===== src/rtl/data_access_sequencer.sv =====
// rtl/data_access_sequencer.sv - load/store/fetch sequencer that splits boundary-crossing accesses into bus beats
module data_access_sequencer #(
    parameter int ADDR_WIDTH = 32,
    parameter int DATA_WIDTH = 32
) (
    input  logic                    clk,
    input  logic                    reset,
    input  logic                    enable,
    input  logic                    req_valid,
    output logic                    req_ready,
    input  logic [1:0]              req_op,
    input  logic [1:0]              req_size,
    input  logic                    req_signed,
    input  logic [ADDR_WIDTH-1:0]   req_addr,
    input  logic [31:0]             req_wdata,
    output logic                    bus_valid,
    input  logic                    bus_ready,
    output logic                    bus_write,
    output logic                    bus_instr,
    output logic [ADDR_WIDTH-1:0]   bus_addr,
    output logic [DATA_WIDTH/8-1:0] bus_byteen,
    output logic [DATA_WIDTH-1:0]   bus_wdata,
    input  logic                    bus_rvalid,
    input  logic [DATA_WIDTH-1:0]   bus_rdata,
    output logic                    rsp_valid,
    output logic [31:0]             rsp_rdata,
    output logic                    busy
);
    localparam int BYTES = DATA_WIDTH / 8;
    localparam int OFFW  = $clog2(BYTES);
    localparam logic [1:0] OP_INSTR = 2'd0;
    localparam logic [1:0] OP_READ  = 2'd1;
    localparam logic [1:0] OP_WRITE = 2'd2;
    localparam logic [1:0] OP_RSVD  = 2'd3;

    typedef enum logic [2:0] {IDLE, ISSUE0, WAIT0, ISSUE1, WAIT1, RESP} state_t;

    state_t                  state_q, state_d;
    logic [1:0]              op_q, op_d;
    logic [2:0]              size_q, size_d;
    logic                    signed_q, signed_d;
    logic [ADDR_WIDTH-1:0]   addr_q, addr_d;
    logic [31:0]             wdata_q, wdata_d;
    logic [31:0]             result_q, result_d;

    logic [OFFW-1:0]         off;
    logic [3:0]              avail, n0, n1, rm0, rms;
    logic [7:0]              lm0, lm1;
    logic                    split, is_read, beat1;
    logic [ADDR_WIDTH-1:0]   beat0_addr;
    logic [31:0]             ext;

    function automatic logic [31:0] lanes_to_bits(input logic [3:0] m);
        logic [31:0] b;
        for (int j = 0; j < 4; j++) b[8*j +: 8] = {8{m[j]}};
        return b;
    endfunction

    // n0 bytes come from beat0, the remaining n1 from the next bus word
    assign off        = addr_q[OFFW-1:0];
    assign avail      = 4'(BYTES) - 4'(off);
    assign n0         = ({1'b0, size_q} < avail) ? {1'b0, size_q} : avail;
    assign n1         = {1'b0, size_q} - n0;
    assign split      = (n1 != 4'd0);
    assign is_read    = (op_q == OP_INSTR) || (op_q == OP_READ);
    assign lm0        = 8'hFF >> (4'd8 - n0);
    assign lm1        = 8'hFF >> (4'd8 - n1);
    assign rm0        = 4'hF >> (4'd4 - n0);
    assign rms        = 4'hF >> (4'd4 - {1'b0, size_q});
    assign beat0_addr = {addr_q[ADDR_WIDTH-1:OFFW], {OFFW{1'b0}}};

    always_ff @(posedge clk or posedge reset) begin
        if (reset) begin
            state_q  <= IDLE;
            op_q     <= '0;
            size_q   <= '0;
            signed_q <= 1'b0;
            addr_q   <= '0;
            wdata_q  <= '0;
            result_q <= '0;
        end else begin
            state_q  <= state_d;
            op_q     <= op_d;
            size_q   <= size_d;
            signed_q <= signed_d;
            addr_q   <= addr_d;
            wdata_q  <= wdata_d;
            result_q <= result_d;
        end
    end

    always_comb begin
        state_d  = state_q;
        op_d     = op_q;
        size_d   = size_q;
        signed_d = signed_q;
        addr_d   = addr_q;
        wdata_d  = wdata_q;
        result_d = result_q;
        case (state_q)
            IDLE: if (req_valid && req_ready) begin
                state_d  = (req_op == OP_RSVD) ? RESP : ISSUE0;
                op_d     = req_op;
                signed_d = req_signed;
                wdata_d  = req_wdata;
                result_d = '0;
                case (req_size)
                    2'd0:    size_d = 3'd1;
                    2'd1:    size_d = 3'd2;
                    default: size_d = 3'd4;
                endcase
                addr_d = req_addr;
                if (req_op == OP_INSTR) begin
                    size_d = 3'd4;
                    addr_d = {req_addr[ADDR_WIDTH-1:2], 2'b00};
                end
            end
            ISSUE0: if (bus_ready) state_d = is_read ? WAIT0 : (split ? ISSUE1 : RESP);
            WAIT0: if (bus_rvalid) begin
                state_d  = split ? ISSUE1 : RESP;
                result_d = 32'(bus_rdata >> {off, 3'b000}) & lanes_to_bits(rm0);
            end
            ISSUE1: if (bus_ready) state_d = is_read ? WAIT1 : RESP;
            WAIT1: if (bus_rvalid) begin
                state_d  = RESP;
                result_d = result_q | ((bus_rdata[31:0] << {n0, 3'b000}) & lanes_to_bits(rms));
            end
            RESP: if (enable) state_d = IDLE;
            default: state_d = IDLE;
        endcase
    end

    always_comb begin
        beat1      = (state_q == ISSUE1);
        bus_valid  = (state_q == ISSUE0) || beat1;
        bus_write  = bus_valid && (op_q == OP_WRITE);
        bus_instr  = bus_valid && (op_q == OP_INSTR);
        bus_addr   = '0;
        bus_byteen = '0;
        bus_wdata  = '0;
        if (bus_valid) begin
            bus_addr   = beat1 ? beat0_addr + ADDR_WIDTH'(BYTES) : beat0_addr;
            bus_byteen = beat1 ? BYTES'(lm1) : BYTES'(lm0 << off);
            bus_wdata  = beat1 ? DATA_WIDTH'(wdata_q >> {n0, 3'b000})
                               : (DATA_WIDTH'(wdata_q) << {off, 3'b000});
        end
        // instruction fetches are always full 4-byte words and never extended
        ext = result_q;
        if (op_q == OP_READ && signed_q) begin
            if (size_q == 3'd1)      ext = {{24{result_q[7]}}, result_q[7:0]};
            else if (size_q == 3'd2) ext = {{16{result_q[15]}}, result_q[15:0]};
        end
        if (!is_read) ext = '0;
        rsp_valid = (state_q == RESP);
        rsp_rdata = rsp_valid ? ext : '0;
        busy      = (state_q != IDLE);
        req_ready = (state_q == IDLE) && enable && !reset;
    end
endmodule

===== config.mk =====
export PLATFORM = sky130hd
export DESIGN_NAME = data_access_sequencer
export DESIGN_NICKNAME = d
export VERILOG_FILES = /design/src/rtl/data_access_sequencer.sv
export SDC_FILE = /design/constraint.sdc
export NUM_CORES = 1
export LEC_CHECK = 0
export ABC_AREA = 1
export CAP_MARGIN = 20
export CORE_MARGIN = 5
export CORE_UTILIZATION = 40
export CTS_BUF_LIST = sky130_fd_sc_hd__clkbuf_8
export DETAILED_ROUTE_END_ITERATION = 7
export PLACE_DENSITY = 0.72
export SLEW_MARGIN = 25
export SYNTH_ARGS = -nofsm -noshare
export SYNTH_HDL_FRONTEND = slang
export SYNTH_SLANG_ARGS = --single-unit

===== constraint.sdc =====
create_clock -name clk -period 6 [get_ports clk]
set_clock_uncertainty 0.05 [all_clocks]
set_input_delay 1.2 -clock clk [delete_from_list [all_inputs] [get_ports clk]]
set_output_delay 1.2 -clock clk [all_outputs]
set_load 0.005 [all_outputs]

Word-level counts from Yosys, hierarchy flattened --
Cells that the tools add are included. Widths: inputs -> output; s select.
Operators by class: reduce and logical (&&, ||, !) cells 19, muxes and demuxes 30, equality and inequality tests 17, $add $sub $neg 7, magnitude comparators 1, bitwise logic cells 3, shift-type cells 9
Operator list (number):
- $mux 32 | 12
- $pmux 32 s3 | 1
- $and 32x32->32 | 2
- $add 32x3->32 const B | 1
- $or 32x32->32 | 1
- $shl 32x5->32 | 1
- $shl 32x7->32 | 1
- $shr 32x5->32 | 1
- $shr 32x7->32 | 1
- $mux 3 | 10
- $pmux 3 s6 | 1
- $mux 4 | 3
- $ne 2x2->1 const B | 6
- $eq 3x2->1 const B | 3
- $shl 8x2->4 | 1
- $shr 4x4->4 const A | 2
- $shr 8x4->4 const A | 1
- $shr 8x4->8 const A | 1
- $sub 4x4->4 const A | 2
- $eq 3x1->1 const B | 2
- $eq 3x3->1 const B | 2
- $logic_and 1x1->1 | 6
- $logic_not 2->1 | 3
- $pmux 3 s2 | 1
- other kinds (17) | 21
Word-level totals: input port bits 107, flip-flop bits (word level) 105, output and inout bits 106, logic and storage cells 93

Logic depth before layout (Yosys ltp) --
Gate-level depths: netlist of the first run.
word-level depth 9, mapped depth 26, depth with buffers taken out 23

Worst setup path before layout of the first run --
OpenSTA, ideal clock, no wires.
path type register to output, from register addr_q[1], to output port bus_byteen[1], arrival 3574 ps, data required time 4750 ps, stages on the path, launching flop included 25, slack 1176 ps, buffers on the path 3, cells stage by stage dfrtp_1 clkbuf_1 clkinv_1 clkbuf_1 ha_1 inv_1 ha_1 inv_1 a21oi_2 nand2_4 nand2_4 nand2_2 nand2_2 buf_2 ha_1 inv_1 ha_1 inv_1 ha_1 inv_1 ha_1 inv_1 nand2_1 nor2_1 nor3_1
On the way: word-level cells in the longest chain between the ends 8, elaborated cells between the ends (all ways) 11, those cells by class add/sub (4); order compare (1); shift (3); mux (3)
Ends and longest elaborated chain:
- from (decl) | RTL line 42 | logic [ADDR_WIDTH-1:0] addr_q, addr_d;
- from (signal assigned) | RTL line 86 | addr_q <= addr_d;
- $sub 3x2->4 | RTL line 61 | assign avail = 4'(BYTES) - 4'(off);
- $lt 3x4->1 | RTL line 62 | assign n0 = ({1'b0, size_q} < avail) ? {1'b0, size_q} : avail;
- $mux 4 | RTL line 62
- $sub 3x4->4 / $sub 4x4->4 (equally long branches) | RTL line 63, 66
- $sub 4x4->4 / $shr 8x4->8 (equally long branches) | RTL line 67, 66
- $shr 8x4->4 / $shl 8x2->4 (equally long branches) | RTL line 67, 143
- $mux 4 * | RTL line 143 | bus_byteen = beat1 ? BYTES'(lm1) : BYTES'(lm0 << off);
- $mux 4 * | RTL line 141 | if (bus_valid) begin
- to (decl) | RTL line 21 | output logic [DATA_WIDTH/8-1:0] bus_byteen,
Every way passes the cells marked *; elsewhere a longest branch is shown, timed or not.

Worst setup path after layout of the first run --
from register addr_q[0], to output port bus_byteen[1]
Same word-level chain as after synthesis.

==> results of run 1 <==
critical path, cell delays in order, from the launching register on:
cell and delay [ps]:
dfrtp_2 420, inv_2 340, ha_1 250, inv_1 60, ha_1 290, inv_1 50
a21oi_2 140, nand2_4 90, nand2_4 110, nand2_2 110, nand2_2 120, ha_1 140
inv_1 60, ha_1 290, inv_1 90, ha_1 170, inv_1 50, ha_1 270
inv_1 50, nand2_1 50, nor2_1 40, nor3_1 350, clkdlybuf4s50_1 580
area by class of cell:
type                    count  share of cell area (%)
inverters                 156                    5.29
clock buffers              10                    1.23
clock inverters             6                   0.783
repair buffers            220                    19.5
multi-input cells        1053                    46.6
well taps                 280                    3.13
flip-flops and latches    105                    23.5
cells in the final DEF (no fill, tap or decap), drive strengths merged, types with 6 or more instances in the layout:
master / Yosys / final
a21boi: 11 / 11
a21oi: 71 / 71
a221oi: 6 / 6
buf: 32 / 10
clkbuf: 38 / 10
clkdlybuf4s50: 0 / 210
clkinv: 4 / 7
dfrtp: 105 / 105
ha: 15 / 15
inv: 152 / 153
nand2: 444 / 444
nand3: 90 / 90
nand4: 21 / 21
nor2: 150 / 150
nor3: 21 / 21
o2111ai: 9 / 9
o21a: 14 / 14
o21ai: 132 / 132
o221ai: 8 / 8
o22ai: 10 / 10
or2: 7 / 7
xor2: 13 / 13
flip-flops by register name, indices dropped and copies added (netlist names):
| name | cells |
|---|---|
| op_q | 2 |
| signed_q | 1 |
| state_q | 3 |
| addr_q | 32 |
| wdata_q | 32 |
| size_q | 3 |
| result_q | 32 |
through the flow:
| step | power, uW | setup slack [ps] | area (um2) | hold slack, ps | cells |
|---|---|---|---|---|---|
| after floorplan | 4660 | 1180 | 8720 | 399 | 1384 |
| after global placement | 6240 | 806 | 10900 | 417 | 1814 |
| after detailed placement | 6340 | 669 | 10900 | 418 | 1814 |
| after CTS | 6880 | 230 | 11200 | 448 | 1830 |
| after global routing | 7570 | 13.6 | 11200 | 476 | 1830 |
| final | 6960 | 227 | 11200 | 446 | 1830 |
metal layers:
| metal | GRT usage (%) | vias to the layer above |
|---|---|---|
| li1 | - | 4811 |
| met1 | 33.9 | 4531 |
| met2 | 40.4 | 521 |
| met3 | 3.99 | 63 |
| met4 | 8.73 | 0 |
| met5 | 0 | - |
cell usage after synthesis (2+ instances only):
| library cell | number | area share [%] |
|---|---|---|
| nand3_2 | 2 | 0.23 |
| inv_1 | 142 | 6.1 |
| o21a_1 | 14 | 1.2 |
| clkinv_1 | 4 | 0.17 |
| a31o_2 | 4 | 0.40 |
| nor2_1 | 138 | 5.9 |
| or2_2 | 7 | 0.50 |
| nor3_2 | 4 | 0.46 |
| nand2_2 | 14 | 1.0 |
| nand2_4 | 2 | 0.26 |
| a221oi_1 | 6 | 0.60 |
| nor3_1 | 16 | 0.92 |
| inv_2 | 10 | 0.43 |
| nor2_2 | 7 | 0.50 |
| nor2_8 | 2 | 0.46 |
| o211ai_1 | 3 | 0.26 |
| nand4_1 | 20 | 1.4 |
| ha_1 | 15 | 2.2 |
| o22ai_1 | 10 | 0.72 |
| nand3b_1 | 2 | 0.17 |
| o221ai_1 | 8 | 0.80 |
| xor2_1 | 13 | 1.3 |
| a21oi_2 | 2 | 0.20 |
| o21ai_1 | 22 | 1.3 |
| a21boi_1 | 11 | 0.95 |
| nand3_1 | 88 | 5.1 |
| buf_2 | 19 | 1.1 |
| o21ai_0 | 110 | 6.3 |
| xnor2_1 | 3 | 0.30 |
| a31oi_1 | 4 | 0.29 |
| buf_4 | 9 | 0.78 |
| nand2_1 | 428 | 18 |
| nor2_4 | 3 | 0.39 |
| a21oi_1 | 69 | 4.0 |
| buf_1 | 3 | 0.13 |
| dfrtp_1 | 105 | 30 |
| o2111ai_1 | 9 | 0.90 |
| clkbuf_1 | 38 | 1.6 |
power breakdown:
part / switching (uW) / internal (uW)
clock network: 272 / 249
logic: 3290 / 1850
registers: 272 / 1020
cells by family (layout without fill, tap and decap cells):
kind of cell	count (synthesis)	in the layout	share of synthesized area, %
and+or+nand+nor	742	742	36.9
adders and majority gates	15	15	2.15
AOI/OAI and AO/OA	278	278	18.6
buffers and inverters	226	392	10.5
other	1	2	0.0430
xor gates and xnor gates	16	16	1.61
DFF	105	105	30.2
worst max path at each step:
stage / startpoint / end / cells after the start
floorplan: addr_q[1] / bus_byteen[1] / 24
global placement: addr_q[0] / bus_byteen[1] / 22
detailed placement: addr_q[0] / bus_byteen[1] / 22
CTS: addr_q[0] / bus_byteen[1] / 22
global route: addr_q[0] / bus_byteen[1] / 22
finish: addr_q[0] / bus_byteen[1] / 22
==> results_dict.tcl, run 1 <==
set metrics [dict create \
    status "finished clean" \
    cts_buffer_depth 2 \
    slew_viol_final 0 \
    yosysWarnings 0 \
    seq_area_frac_synth_pct 30.2 \
    r2r-start "addr_q[0]" \
    hold_start "result_q[11]" \
    seq_area_mm2 0.00263 \
    filler_cell_count 2152 \
    finalSetupViolCount 0 \
    tightestPinTransition_ps 897 \
    total_leakage_power_uw 0.00498 \
    dpl.hpwl_um 23400 \
    wire_per_inst_um 17.2 \
    rsz0062_at_grt "no" \
    clk_pin_slew_worst_paths_ps 110 \
    layout-drive-gt1-share_pct 6.19 \
    fin_util_pct 51.7 \
    grt_pass1_wl_um 49900 \
    syn_avg_cell_area_um2 6.30 \
    drc_errors 0 \
    worstPathArrival_ps 4520 \
    cp-start-kind "register" \
    worstPathMaxFanout 23 \
    p_per_area_mw_per_mm2 622 \
    hold_viol 0 \
    syn_area_mm2 0.00871 \
    finalSetupTns_ps 0 \
    post_cts_resize_count 0 \
    area_growth_pct 28.4 \
    worstHoldPathType "reg2reg" \
    vias 9926 \
    drt-total-wl_um 31400 \
    grt_pass1_vias 9628 \
    grt_max_degree 100 \
    first_pass_iters 7 \
    wl_met1_um 13500 \
    synthFlopType "dfrtp_1" \
    start_util_pct 40.3 \
    final.min_clock_period_ps 5770 \
    die_y_um 158 \
    async_flop_share_pct 100 \
    htreeDepth 3 \
    dieArea_mm2 0.0248 \
    drt_iter0_drc 978 \
    syn_inst 1383 \
    whs_endpoint "result_q[11]" \
    postCtsSetupRepairBufs 0 \
    ant_nets 0 \
    nets 1667 \
    fmax_ghz 0.173 \
    multiInputGateArea_mm2 0.00522 \
    maxCapViolations 0 \
    cp_data_required_time_ps 4750 \
    reg2reg_depth 15 \
    synth-seq-cells 105 \
    regToRegEndpoint "result_q[20]" \
    core_area_mm2 0.0216 \
    vias_per_cell 5.42 \
    ioPinCount 213 \
    cts_buffers 9 \
    relSlewSlack_pct 40.2 \
    io_buffers 210 \
    synth_edf_count 0 \
    holdBufCountCts 0 \
    place.gp.congestion 1.03 \
    antenna_cells 0 \
    grtUsageTotal_pct 24.9 \
    crit_type "reg2out" \
    clock_latency_ps 390 \
    antenna_found_initial 0 \
    critPathCaptureType "output pin" \
    holdPathStages 2 \
    cts_root_buf "clkbuf_8" \
    dr_wl_met2_um 14100 \
    top_layer_used "met4" \
    dr_wl_met3_um 2840 \
    r2r_slack_ps 2100 \
    cts_tree "yes" \
    fin_crit_sh_pct 96.2 \
    grt.overflow.total 0 \
    clkSinkCount 105 \
    ys_types 55 \
    fp.dieW_um 158 \
    fp-row-count 54 \
    peakVddDrop_uv 430 \
]
(Power assumes the default switching activity.)
==> inputs of run 2 (changes only) <==
--- a/config.mk
+++ b/config.mk
@@ -11,7 +11,7 @@
 export CORE_UTILIZATION = 40
 export CTS_BUF_LIST = sky130_fd_sc_hd__clkbuf_8
 export DETAILED_ROUTE_END_ITERATION = 7
-export PLACE_DENSITY = 0.72
+export PLACE_DENSITY = 0.67
 export SLEW_MARGIN = 25
 export SYNTH_ARGS = -nofsm -noshare
 export SYNTH_HDL_FRONTEND = slang
==> run 2 against run 1 <==
- die area unchanged
- count of clock-buffer cells in the layout unchanged
- largest cell class unchanged
- routed wire length about the same
- sequential power is essentially flat
==> results_dict.tcl, run 2 (synthesis results as in run 1) <==
set metrics [dict create \
    core_area_mm2 0.0216 \
    whs_endpoint "result_q[14]" \
    cp_data_required_time_ps 4750 \
    hold_viol 0 \
    place.gp.congestion 0.976 \
    worstPathMaxFanout 7 \
    io_buffers 210 \
    fp.dieW_um 158 \
    cts_buffer_depth 2 \
    crit_type "reg2out" \
    ioPinCount 213 \
    dieArea_mm2 0.0248 \
    p_clk_share_pct 6.4 \
    maxCapViolations 0 \
    nets 1669 \
    total_leakage_power_uw 0.00497 \
    final_cell_mix "428 x nand2_1, 210 x clkdlybuf4s50_1, 142 x inv_1" \
    status "finished clean" \
    postCtsSetupRepairBufs 0 \
    worstHoldPathType "reg2reg" \
    r2r-start "state_q[1]" \
    fp-row-count 54 \
    relSlewSlack_pct 32.4 \
    switchingPower_uw 3840 \
    htreeDepth 3 \
    p_int_uw 3040 \
    post_cts_resize_count 0 \
    die_y_um 158 \
    filler_cell_count 2257 \
    ant_nets 0 \
    reg2reg_depth 8 \
    fin_crit_sh_pct 89.3 \
    final.min_clock_period_ps 5360 \
    p_comb_share_pct 74.8 \
    rsz0062_at_grt "no" \
    regToRegEndpoint "wdata_q[11]" \
    start_util_pct 40.3 \
    grt.overflow.total 0 \
    fmax_ghz 0.187 \
    clock_latency_ps 390 \
    first_pass_iters 6 \
    holdBufCountCts 0 \
    seq_power_share_pct 18.8 \
    vias 9752 \
    critPathCaptureType "output pin" \
    layout-drive-gt1-share_pct 6.25 \
    area_growth_pct 28.0 \
    hold_start "result_q[14]" \
    holdPathStages 2 \
    vias_per_cell 5.32 \
    slew_viol_final 0 \
    drc_errors 0 \
    wire_per_inst_um 17.1 \
    finalSetupTns_ps 0 \
    antenna_found_initial 0 \
    total_power_uw 6880 \
    drt-total-wl_um 31400 \
    peakVddDrop_uv 272 \
    cts_root_buf "clkbuf_8" \
    grt_max_degree 100 \
    p_sw_share_pct 55.9 \
    dpl.hpwl_um 23300 \
    r2r_slack_ps 2670 \
    p_per_area_mw_per_mm2 617 \
    tightestPinTransition_ps 1010 \
    fin_util_pct 51.6 \
    grt_pass1_vias 9240 \
    antenna_cells 0 \
    grtUsageTotal_pct 24.9 \
    cp-start-kind "register" \
    clkSinkCount 105 \
    cp-startpoint "addr_q[0]" \
    cts_tree "yes" \
    clk_pin_slew_worst_paths_ps 100 \
    final_common_cell "nand2_1" \
    drt_iter0_drc 855 \
    top_regs "addr_q: 32 flops, result_q: 32 flops, wdata_q: 32 flops" \
    cts_buffers 9 \
    grt_pass1_wl_um 49400 \
    worstPathArrival_ps 4110 \
    finalSetupViolCount 0 \
]
run 2: area by class of cell:
| class | instances | area, um2 | share of cell area [%] |
|---|---|---|---|
| multi-input combinational | 1053 | 5210 | 46.7 |
| clock inverter | 6 | 40.0 | 0.359 |
| timing repair buffer | 222 | 2190 | 19.7 |
| clock buffer | 10 | 138 | 1.23 |
| inverter | 156 | 589 | 5.29 |
| tap | 280 | 350 | 3.14 |
| sequential | 105 | 2630 | 23.6 |
run 2: critical path, cell delays in order, from the launching register on:
cell,delay (ps)
dfrtp_2,420
inv_2,60
ha_1,160
inv_1,60
ha_1,290
inv_1,50
a21oi_2,140
nand2_4,90
nand2_4,110
nand2_2,100
nand2_2,130
ha_1,140
inv_1,50
ha_1,290
inv_1,80
ha_1,160
inv_1,50
ha_1,260
inv_1,50
nand2_1,50
nor2_1,40
nor3_1,360
clkdlybuf4s50_1,580
run 2: metal layers:
layer | global-route usage, % | wire length (um)
met3 | 3.72 | 2400
met1 | 33.6 | 13500
met2 | 41.1 | 14600
met4 | 8.68 | 838
met5 | 0 | 0
run 2: stage by stage:
| step | area [um2] | setup WS [ps] | hold slack, ps | instances |
|---|---|---|---|---|
| 4_1_cts | 11100 | 606 | 443 | 1832 |
| 2_1_floorplan | 8720 | 1180 | 399 | 1384 |
| 6_report | 11100 | 642 | 440 | 1832 |
| 5_1_grt | 11100 | 433 | 474 | 1832 |
| 3_3_place_gp | 11000 | 1100 | 418 | 1816 |
| 3_5_place_dp | 11000 | 1060 | 416 | 1816 |
run 2: power groups by stage:
stage,registers [uW],clock network (uW),logic [uW]
after floorplan,1220,0,3440
after global placement,1300,0,5040
after detailed placement,1300,0,5080
after CTS,1290,449,5110
after global routing,1340,471,5690
final,1290,439,5150
run 2: worst max-delay path by stage:
stage / end / slack [ps] / cells past startpoint
3_3_place_gp: bus_byteen[1] / 1100 / 22
2_1_floorplan: bus_byteen[1] / 1180 / 24
6_report: bus_byteen[1] / 640 / 22
4_1_cts: bus_byteen[1] / 610 / 22
3_5_place_dp: bus_byteen[1] / 1060 / 22
5_1_grt: bus_byteen[1] / 430 / 22
==> inputs of run 3 (changes only) <==
--- a/config.mk
+++ b/config.mk
@@ -5,8 +5,6 @@
 export SDC_FILE = /design/constraint.sdc
 export NUM_CORES = 1
 export LEC_CHECK = 0
-export ABC_AREA = 1
-export CAP_MARGIN = 20
 export CORE_MARGIN = 5
 export CORE_UTILIZATION = 40
 export CTS_BUF_LIST = sky130_fd_sc_hd__clkbuf_8
==> run 3 against run 2 <==
- combinational power shrank 24%
- count of clock-buffer cells in the layout shrank 1
- cell area shrank 2.4%
- critical endpoint is now bus_byteen[2]
- largest power group unchanged
- via count shrank 9.3%
- register-to-register slack lost 1300 ps
- synthesized cell count shrank 22%
- non-clock buffer count grew 2
- critical path type unchanged
- first-iteration DRC count shrank 18%
- sequential share of layout area grew 0.59 points
- global-route usage shrank 0.59 points
- sequential power grew 7%
==> results_dict.tcl, run 3 <==
set metrics [dict create \
    cp_common_cell "ha_1" \
    top_regs "addr_q: 32 flops, result_q: 32 flops, wdata_q: 32 flops" \
    fin_crit_sh_pct 94.4 \
    syn_avg_cell_area_um2 7.82 \
    hold_viol 0 \
    dieArea_mm2 0.0241 \
    clkSinkCount 105 \
    clock_latency_ps 410 \
    core_area_mm2 0.0209 \
    filler_cell_count 2055 \
    slew_viol_final 0 \
    final_cell_mix "254 x nand2_1, 210 x clkdlybuf4s50_1, 103 x dfrtp_1" \
    seq_area_frac_synth_pct 31.2 \
    grt_max_degree 77 \
    finalSetupViolCount 0 \
    grtUsageMet2_pct 38.9 \
    total_leakage_power_uw 0.00437 \
    dpl.hpwl_um 21900 \
    async_flop_share_pct 100 \
    vias_per_cell 5.81 \
    cts_tree "yes" \
    finalNonFillerCells 1523 \
    finalSetupTns_ps 0 \
    drc_errors 0 \
    syn_inst 1078 \
    fp-row-count 53 \
    yosys.area.top_type_share_pct 31.2 \
    synthFlopType "dfrtp_1" \
    peakVddDrop_uv 289 \
    ys_types 73 \
    max_stage_delay_ps 460 \
    ant_nets 0 \
    use_met1_pct 32.4 \
    p_int_uw 2930 \
    top_usage_layer "met2" \
    io_buffers 210 \
    yosysWarnings 0 \
    total_power_uw 5750 \
    maxCapViolations 0 \
    p_clk_share_pct 8.1 \
    worstHoldPathType "reg2reg" \
    wire_per_inst_um 19.6 \
    start_util_pct 40.4 \
    area_growth_pct 29.1 \
    use_met3_pct 5.84 \
    syn_area_mm2 0.00843 \
    crit_type "reg2out" \
    synth_edf_count 0 \
    synth-seq-cells 105 \
    seq_area_mm2 0.00263 \
    critPathSlowestCell "clkdlybuf4s50_1" \
    yosysMostFrequentCell "nand2_1" \
    worstPathMaxFanout 30 \
    cts_root_buf "clkbuf_8" \
    final_common_cell "nand2_1" \
    multiInputGateArea_mm2 0.00543 \
    nets 1364 \
    seq_power_share_pct 24.0 \
    rsz0062_at_grt "no" \
    p_sw_share_pct 49.2 \
    fp.dieW_um 155 \
    ioPinCount 213 \
    switchingPower_uw 2830 \
    drt_iter0_drc 702 \
    fmax_ghz 0.177 \
    holdBufCountCts 0 \
    status "finished clean" \
    netlist_top_cells_count "254 x nand2_1, 105 x dfrtp_1, 95 x nor2_1" \
    cp-start-kind "register" \
    clk_pin_slew_worst_paths_ps 120 \
    antenna_found_initial 2 \
    grtUsageTotal_pct 24.4 \
    path_cells "inv_1, ha_1, inv_1, ha_1, and3b_1, o31ai_4, nand2_2, buf_4, inv_2, ha_1, nand2_1, maj3_1, a21oi_1, a211oi_1, clkdlybuf4s50_1" \
    synthTopCellsByArea "dfrtp_1 31%, nand2_1 11%, mux2i_1 6.2%" \
    fin_util_pct 52.1 \
    post_cts_resize_count 0 \
    worstPathArrival_ps 4410 \
    grt_pass1_vias 8585 \
    critPathCaptureType "output pin" \
    grt.overflow.total 0 \
    cp_data_required_time_ps 4750 \
    yosysTopAreaCell "dfrtp_1" \
    place.gp.congestion 0.924 \
    drt-total-wl_um 29900 \
    cts_buffer_depth 2 \
    cts_buffers 9 \
    postCtsSetupRepairBufs 0 \
    die_y_um 155 \
    htreeDepth 3 \
    tightestPinTransition_ps 969 \
    dp.cells 1506 \
    layout-drive-gt1-share_pct 6.98 \
    first_pass_iters 5 \
    grt_pass1_wl_um 47100 \
    final.min_clock_period_ps 5660 \
    p_comb_share_pct 67.8 \
    vias 8847 \
    relSlewSlack_pct 34.9 \
    p_per_area_mw_per_mm2 529 \
]
==> run 3: power groups by stage <==
stage / sequential [uW] / clock, uW / combinational, uW
after floorplan: 1230 / 0 / 2700
after global placement: 1390 / 0 / 3830
after detailed placement: 1390 / 0 / 3860
after CTS: 1370 / 478 / 3890
after global routing: 1430 / 504 / 4280
final: 1380 / 467 / 3900
==> run 3: logic make-up after synthesis <==
kind of cell             count (synthesis)  synth area share [%]
AO/OA/AOI/OAI                          275                  23.7
XOR/XNOR                                27                  2.81
adder cells (fa/ha/maj)                 16                  2.35
buffers and inverters                   91                  4.56
flip-flops                             105                  31.2
multiplexers                            75                  9.25
other                                    1                0.0445
AND/OR/NAND/NOR                        488                  26.1
==> run 3: layout make-up <==
cell class,instances,area share (%)
Multi-Input combinational cell,883,49.9
Sequential cell,105,24.2
Timing Repair Buffer,224,20.3
Tap cell,275,3.16
Clock buffer,9,1.14
Inverter,19,0.678
Clock inverter,7,0.644
Antenna cell,1,0.0230
==> run 3: critical path, delay by kind of cell (launching register included) <==
family / cells / cell delay, ps
adder cells (fa/ha/maj): 4 / 1360
buffers and inverters: 5 / 1290
AND/OR/NAND/NOR: 3 / 520
AO/OA/AOI/OAI: 3 / 420
flip-flops: 1 / 410
==> run 3: path summary, 6_finish.rpt <==
| kind | from | to | slack [ps] | cells past startpoint |
|---|---|---|---|---|
| max | addr_q[0] | bus_byteen[2] | 340 | 15 |
| min | signed_q | signed_q | 450 | 2 |
| max reg2reg | addr_q[0] | result_q[17] | 1380 | 16 |
| min reg2reg | signed_q | signed_q | 450 | 2 |
| max in group asynchronous | reset | wdata_q[26] | 3510 | 3 |
| min in group asynchronous | reset | addr_q[29] | 1250 | 2 |
==> run 3: per-stage QoR <==
stage                     area, um2  setup slack (ps)  hold WS [ps]
after floorplan                8430              1210           396
after global placement        10700               912           421
after detailed placement      10700               799           415
after CTS                     10900               341           449
after global routing          10900              14.3           458
final                         10900               338           449
==> run 3: metal layers <==
layer	part of all wire, %	routed length (um)	vias up
met3	8.9	2670	70
met1	42	12500	4172
li1	-	-	4187
met4	3.2	945	2
met2	46	13800	416
met5	0.043	13	-
